<file path="config.mk">
export PLATFORM = sky130hd
export DESIGN_NAME = rv32i_seq_ctrl
export DESIGN_NICKNAME = d
export VERILOG_FILES = /design/src/rtl/rv32i_seq_ctrl.sv
export SDC_FILE = /design/constraint.sdc
export NUM_CORES = 1
export LEC_CHECK = 0
export ABC_AREA = 1
export ABC_CLOCK_PERIOD_IN_PS = 8050
export CORE_UTILIZATION = 35
export DETAILED_ROUTE_END_ITERATION = 6
export PLACE_DENSITY = 0.64
export SETUP_SLACK_MARGIN = 0.05
export SKIP_CTS_REPAIR_TIMING = 1
export SYNTH_ARGS = -nofsm -noshare
export SYNTH_HDL_FRONTEND = slang
export SYNTH_SLANG_ARGS = --single-unit
</file>
<file path="constraint.sdc">
create_clock -name clk -period 8.05 [get_ports clk]
set_input_delay 0.805 -clock clk [delete_from_list [all_inputs] [get_ports clk]]
set_output_delay 0.805 -clock clk [all_outputs]
set_load 0.01 [all_outputs]
</file>
<file path="src/rtl/rv32i_seq_ctrl.sv">
// Multi-cycle RV32I sequencer: fetch, decode, execute and write back
// a small integer subset, halting on illegal opcodes or misaligned targets.
module rv32i_seq_ctrl #(
    parameter logic [31:0] RESET_PC = 32'h0000_0000
) (
    input  logic        clk,
    input  logic        rst,
    output logic        imem_req,
    output logic [31:0] imem_addr,
    input  logic        imem_ack,
    input  logic [31:0] imem_rdata,
    output logic [31:0] instr_q,
    input  logic [4:0]  dec_rs1,
    input  logic [4:0]  dec_rs2,
    input  logic [4:0]  dec_rd,
    input  logic [31:0] dec_imm,
    input  logic [31:0] rs1_data,
    input  logic [31:0] rs2_data,
    output logic        rf_we,
    output logic [4:0]  rf_waddr,
    output logic [31:0] rf_wdata,
    output logic [31:0] pc,
    output logic [31:0] instret,
    output logic        halted,
    output logic [1:0]  halt_cause
);

    typedef enum logic [2:0] {
        FETCH,
        DECODE,
        EXEC,
        WB,
        HALT
    } state_t;

    state_t      state;
    state_t      state_nx;
    logic [31:0] next_pc_q;

    logic [6:0]  opcode;
    logic [2:0]  funct3;
    logic [6:0]  funct7;
    logic        is_addi;
    logic        is_add;
    logic        is_sub;
    logic        is_br;
    logic        is_jal;
    logic        legal;
    logic        writes;
    logic        taken;
    logic [31:0] result;
    logic [31:0] nx_pc;
    logic        misaligned;
    logic        unused_dec;

    // Register indices are resolved by the external decoder and file.
    assign unused_dec = ^{dec_rs1, dec_rs2, instr_q[24:15], instr_q[11:7]};

    assign opcode  = instr_q[6:0];
    assign funct3  = instr_q[14:12];
    assign funct7  = instr_q[31:25];

    assign is_addi = (opcode == 7'b0010011) && (funct3 == 3'b000);
    assign is_add  = (opcode == 7'b0110011) && (funct3 == 3'b000)
                     && (funct7 == 7'b0000000);
    assign is_sub  = (opcode == 7'b0110011) && (funct3 == 3'b000)
                     && (funct7 == 7'b0100000);
    assign is_br   = (opcode == 7'b1100011) && (funct3[2:1] != 2'b01);
    assign is_jal  = (opcode == 7'b1101111);

    always_comb begin
        legal  = 1'b0;
        writes = 1'b0;
        taken  = 1'b0;
        result = 32'h0;
        unique case (1'b1)
            is_addi: begin
                legal  = 1'b1;
                writes = 1'b1;
                result = rs1_data + dec_imm;
            end
            is_add: begin
                legal  = 1'b1;
                writes = 1'b1;
                result = rs1_data + rs2_data;
            end
            is_sub: begin
                legal  = 1'b1;
                writes = 1'b1;
                result = rs1_data - rs2_data;
            end
            is_br: begin
                legal = 1'b1;
                case (funct3)
                    3'b000:  taken = (rs1_data == rs2_data);
                    3'b001:  taken = (rs1_data != rs2_data);
                    3'b100:  taken = ($signed(rs1_data) < $signed(rs2_data));
                    3'b101:  taken = ($signed(rs1_data) >= $signed(rs2_data));
                    3'b110:  taken = (rs1_data < rs2_data);
                    3'b111:  taken = (rs1_data >= rs2_data);
                    default: taken = 1'b0;
                endcase
            end
            is_jal: begin
                legal  = 1'b1;
                writes = 1'b1;
                taken  = 1'b1;
                result = pc + 32'd4;
            end
            default: legal = 1'b0;
        endcase
    end

    assign nx_pc      = taken ? (pc + dec_imm) : (pc + 32'd4);
    assign misaligned = nx_pc[1];

    assign imem_req  = (state == FETCH) && !rst;
    assign imem_addr = pc;

    always_comb begin
        state_nx = state;
        case (state)
            FETCH:   if (imem_ack) state_nx = DECODE;
            DECODE:  state_nx = EXEC;
            EXEC:    state_nx = (!legal || misaligned) ? HALT : WB;
            WB:      state_nx = FETCH;
            HALT:    state_nx = HALT;
            default: state_nx = HALT;
        endcase
    end

    always_ff @(posedge clk) begin
        if (rst) begin
            state      <= FETCH;
            pc         <= RESET_PC;
            instret    <= 32'h0;
            instr_q    <= 32'h0;
            halted     <= 1'b0;
            halt_cause <= 2'b00;
            rf_we      <= 1'b0;
            rf_waddr   <= 5'h0;
            rf_wdata   <= 32'h0;
            next_pc_q  <= 32'h0;
        end else begin
            state <= state_nx;
            case (state)
                FETCH: begin
                    if (imem_ack) instr_q <= imem_rdata;
                end
                EXEC: begin
                    if (!legal) begin
                        halted     <= 1'b1;
                        halt_cause <= 2'b01;
                    end else if (misaligned) begin
                        halted     <= 1'b1;
                        halt_cause <= 2'b10;
                    end else begin
                        rf_we     <= writes && (dec_rd != 5'd0);
                        rf_waddr  <= dec_rd;
                        rf_wdata  <= result;
                        next_pc_q <= nx_pc;
                    end
                end
                WB: begin
                    rf_we   <= 1'b0;
                    pc      <= next_pc_q;
                    instret <= instret + 32'd1;
                end
                default: ;
            endcase
        end
    end

endmodule

</file>
; ---- Word level (Yosys, flattened, before mapping)
; Index checks and enable logic that the tools add are counted.
; Widths: inputs -> output; s select.
[totals]
out_inout_bits = 170
word_cells = 78
in_bits = 146
regBits = 170
[classes]
n_lt_le_gt_ge = 4
n_reduce_logical = 21
mux = 16
eq_ne = 20
bitwise = 1
add_sub_neg = 6
[ops]
columns = operator, count
row1 = $pmux 32 s4, 1
row2 = $add 32x32->32, 3
row3 = $ge 32x32->1, 2
row4 = $lt 32x32->1, 2
row5 = $add 32x1->32 const B, 1
row6 = $add 32x3->32 const B, 1
row7 = $eq 32x32->1, 1
row8 = $mux 32, 1
row9 = $ne 32x32->1, 1
row10 = $sub 32x32->32, 1
row11 = $eq 7x6->1 const B, 2
row12 = $eq 7x7->1 const B, 2
row13 = $eq 3x3->1 const B, 4
row14 = $pmux 3 s4, 1
row15 = $eq 7x5->1 const B, 1
row16 = $logic_and 1x1->1, 7
row17 = $logic_not 7->1, 1
row18 = $eq 3x1->1 const B, 2
row19 = $eq 3x2->1 const B, 2
row20 = $logic_not 3->1, 2
row21 = $mux 1, 6
row22 = $mux 3, 2
row23 = $ne 2x2->1 const B, 3
row24 = $pmux 1 s6, 1
row25 = other kinds (12), 18

; ---- Depth between registers and ports, before layout
[depth]
word_depth = 9
ltp_mapped = 25
depth_no_buf = 24

; ---- Least setup slack after synthesis
; No wires, ideal clock.
[synth_timing]
path_type = register to register
start = register instr_q[1]
end = register rf_wdata[21]
synth_period_minus_slack_ns = 3.281
slack_ns = 4.769
t_arrival_ns = 3.149
path_buffers = 1
stages_incl_launch_ff = 21
required_ns = 7.918
setup_ns = 0.132
path_cell_list = dfxtp_1 nand2_1 nor3_1 inv_1 nor2_1 nand3_1 clkbuf_1 nand2_1 o21ai_0 ha_1 a21oi_1 o21ai_0 a21oi_1 o21ai_0 a21oi_1 o21ai_0 or2_2 nand3_1 o211ai_1 nand2_1 a21oi_1
[synth_between]
elab_chain_cells = 6
word_cells_on_any_way = 16
cone_classes = eq/ne (4) / mux (4) / bitwise (1) / reduce/logical (7)
[synth_rtl]
columns = element, line
row1 = "start, declared", 12  ; output logic [31:0] instr_q,
row2 = "start signal, assigned", 148  ; if (imem_ack) instr_q <= imem_rdata;
row3 = $eq 7x6->1 or $eq 7x7->1 (tied branches), "64, 66, 68"
row4 = $logic_and 1x1->1 (on tied branches), "64, 66, 68"
row5 = "$logic_and 1x1->1, or another cell as far along", 65  ; && (funct7 == 7'b0000000);
row6 = $reduce_or 5->1 (no source line) or $mux 32 (tied branches), n/a
row7 = $mux 1 or $not 1->1 (tied branches), n/a
row8 = $reduce_and 3->1 (no source line), n/a
row9 = "end signal, assigned", 160  ; rf_wdata <= result;
row10 = "end, declared", 21  ; output logic [31:0] rf_wdata,
; Parallel ways exist; a longest one is shown, timed or not.
; A chain may end at the register's enable or synchronous reset.

; ---- Final worst setup path
[layout_timing]
start = input rs1_data[0]
end = register rf_wdata[18]
[layout_between]
elab_chain_cells = 6
word_cells_on_any_way = 15
cone_classes = add/sub (3) / order compare (4) / eq/ne (2) / mux (4) / bitwise (1) / reduce/logical (1)
[layout_rtl]
columns = element, line
row1 = "start, declared", 17  ; input logic [31:0] rs1_data,
row2 = "$ge 32x32->1, or another cell as far along", 100  ; 3'b111: taken = (rs1_data >= rs2_data);
row3 = $pmux 1 s6, 94  ; case (funct3)
row4 = $pmux 1 s2, 76  ; unique case (1'b1)
row5 = $mux 32, 114  ; assign nx_pc = taken ? (pc + dec_imm) : (pc + 32'd4);
row6 = $not 1->1 (no source line), n/a
row7 = $reduce_and 3->1 (no source line), n/a
; Parallel ways exist; a longest one is shown, timed or not.

==> results.yml <==
run_status:
  outcome: "completed"
clock_tree:
  cts_tree: "built"
  htreeDepth: 4
  numCtsBuffers: 17
  cts_num_sinks: 170
  clkLatencyLatePin_ns: 0.45
  clk_path_buf_depth: 2
  cts.clk_slew.worst_paths_ns: 0.08
  root_buffer: "clkbuf_16"
global_routing:
  grt_overflow: 0
  grt_max_degree: 84
  grt.total_usage: 0.274
  grt_pass1_wl_mm: 82.5
  antenna_found_initial: 1
  grt_pass1_vias: 14400
cells_and_area:
  fin_area_sq_mm: 0.0174
  final_cells: 2911
  fill_cells: 3988
  drive_above_1_share: 0.0367
  final_nets: 2630
  synthToLayoutAreaGrowth_pct: 28.0
yosys:
  ys_ff_latch: 170
  synth_async_sr_flop_share: 0
  ys_warn_count: 0
  seq_area_frac_synth: 0.250
  synth_top_cell_by_area: "dfxtp_1"
  syn_inst: 2149
  synth_top_flop_cell: "dfxtp_1"
  synth_area_sq_mm: 0.0136
  ys_top_cells_by_area: "dfxtp_1 25%, nand2_1 14%, a21oi_1 9.9%, ha_1 8.8%, o21ai_0 7.7%"
  synth_edf_count: 0
  synth_cell_types: 47
  avgSynthCellArea_sq_um: 6.33
  synth_top_area_share: 0.250
route:
  wire_per_inst_um: 18.6
  drc_errors: 0
  vias: 15200
  routed_wl_mm: 54.2
  dr.first_iter.drc_count: 1105
  postRouteAntennaNets: 0
  detail_route.first_pass.iterations: 5
  avgViaCountPerCell: 5.23
pwr:
  sw_frac_of_total: 0.351
  seq_power_share: 0.377
  clockPowerShare: 0.340
  pwr-share-comb: 0.284
  p_int_uw: 1570
  p_switching_uw: 845
  powerDensity_mw_per_mm2: 138
  p_leak_uw: 0.00698
  totalPowerFinal_uw: 2410
  peakVddDrop_uv: 142
critical_path:
  reg2regPathDepth: 22
  worst_setup_path_start_kind: "input pin"
  path_common_cell: "nand2_1"
  cpPeakStageDelay_ns: 0.67
  slowest_stage: "buf_4"
  r2r_end: "rf_wdata[31]$_SDFFE_PP0P_"
  path_class: "input pin to register"
  critPathArrivalTime_ns: 5.19
  r2r_slack_ns: 3.80
  cp_cell_sequence: "clkdlybuf4s50_1 -> inv_1 -> ha_1 -> nand4_1 -> nor3_1 -> nand3_2 -> nand3_1 -> nand2_1 -> nand2_1 -> nor2_1 -> nand3_1 -> nand2_1 -> nand2_2 -> nand2_2 -> nand3_4 -> buf_4 -> nand2_1 -> a21oi_1"
  worst-path-max-fanout: 72
  end_kind: "register"
  required_ns: 8.41
  worstReg2RegStart: "instr_q[0]$_SDFFE_PP0P_"
timing:
  rsz0062_at_grt: "false"
  hold_ws_ns: 0.450
  timing.final.crit_share: 0.600
  fmax_ghz: 0.207
  hold_viol: 0
  period_minus_slack_ns: 4.83
  maxSlewHeadroom: 0.281
  setup_viol: 0
  maxSlewViolCount: 0
  fin_skew_ns: 0.0161
  tightestPinTransition_ns: 1.08
  fin_setup_tns_ns: 0
min_path:
  hold_depth: 2
  hold_path_class: "register to register"
  hold-path-endpoint: "instr_q[16]$_SDFFE_PP0P_"
  min-delay-start: "instr_q[16]$_SDFFE_PP0P_"
floorplan:
  ios: 316
  die_x_um: 199
  core_area_sq_mm: 0.0379
  die_area_sq_mm: 0.0397
  die_y_um: 199
  start_util: 0.359
  rows: 71
job:
  max_cap_violations: 0
place:
  routabilityCongestion: 0.938
  numPortBuffers: 303
  dp_cells: 2878
  place_area_sq_mm: 0.0169
  dpl.hpwl_mm: 43.7
-- layout make-up --
| type | instances | area (sq um) | share of cell area |
|---|---|---|---|
| well taps | 511 | 639 | 0.0367 |
| repair buffers | 314 | 3110 | 0.179 |
| clock inverters | 13 | 128 | 0.00733 |
| flip-flops and latches | 170 | 3400 | 0.195 |
| inverters | 237 | 890 | 0.0511 |
| clock buffers | 19 | 433 | 0.0249 |
| diodes | 1 | 2.50 | 0.000144 |
| multi-input cells | 1646 | 8810 | 0.506 |
-- layout by cell type, fill, tap and decap left out, types with 47 or more instances in the layout --
master           Yosys  layout
xor2_1              47      47
o21ai_0            209     209
nand3_1             96      93
clkdlybuf4s50_1      0     302
nand2_1            517     517
inv_1              234     233
nor2_1             160     160
a21oi_1            270     270
dfxtp_1            170     170
ha_1                96      96
-- power by group through the flow --
stage / Combinational, uW / Sequential, uW / Clock (uW)
global placement: 675 / 926 / 0
CTS: 681 / 908 / 831
detailed placement: 676 / 927 / 0
global route: 756 / 914 / 870
finish: 684 / 908 / 819
floorplan: 386 / 933 / 0
-- logic make-up (layout without fill, tap and decap cells) --
logic type	count (synthesis)	after routing	synth area share
and+or+nand+nor	908	908	0.283
AOI/OAI and AO/OA	569	569	0.227
buffers and inverters	334	583	0.105
DFF	170	170	0.250
adders and majority gates	98	98	0.0912
xor gates and xnor gates	69	69	0.0444
other	1	3	0.000275
-- synth_stat cells, types with 14 or more instances --
cell,count
a21o_1,14
a21oi_1,270
buf_4,33
clkbuf_1,47
dfxtp_1,170
ha_1,96
inv_1,234
nand2_1,517
nand3_1,96
nand4_1,28
nor2_1,160
nor3_1,43
nor4_1,18
o21ai_0,209
o221ai_1,19
or2_2,22
xnor2_1,22
xor2_1,47
-- metrics by stage --
| stage | setup WS [ns] | util |
|---|---|---|
| global route | 2.70 | 0.459 |
| global placement | 2.78 | 0.444 |
| CTS | 3.21 | 0.459 |
| floorplan | 4.77 | - |
| finish | 3.22 | 0.459 |
| detailed placement | 2.74 | 0.444 |
-- layer usage --
metal	vias up	GRT usage	wire [um]
li1	7671	-	-
met1	6915	0.349	23600
met2	566	0.456	24800
met3	61	0.0645	4340
met4	0	0.0838	1420
met5	-	0	0
-- worst max-delay path by stage --
stage | start | endpoint | slack (ns) | depth (start not counted)
2_1_floorplan | instr_q[1]$_SDFFE_PP0P_ | rf_wdata[21]$_SDFFE_PP0P_ | 4.77 | 20
3_3_place_gp | rs1_data[0] | next_pc_q[26]$_SDFFE_PP0P_ | 2.78 | 19
3_5_place_dp | rs1_data[0] | next_pc_q[26]$_SDFFE_PP0P_ | 2.74 | 19
4_1_cts | rs1_data[0] | rf_wdata[18]$_SDFFE_PP0P_ | 3.21 | 18
5_1_grt | rs2_data[6] | rf_wdata[14]$_SDFFE_PP0P_ | 2.70 | 18
6_report | rs1_data[0] | rf_wdata[18]$_SDFFE_PP0P_ | 3.22 | 18
-- state kept, by name, summed over array words and instances, names as in the netlist --
signal,flops
imem_addr,31
state,3
rf_we,1
rf_wdata,32
next_pc_q,31
halt_cause,2
rf_waddr,5
halted,1
instret,32
instr_q,32
-- worst max-delay path: cells and delay by family --
family,cells,cell delay (ns)
buf+inv,3,1.25
simple gates,13,2.51
fa+ha+maj,1,0.39
compound gates,1,0.18
No activity file was read; power rests on OpenSTA's default activity.
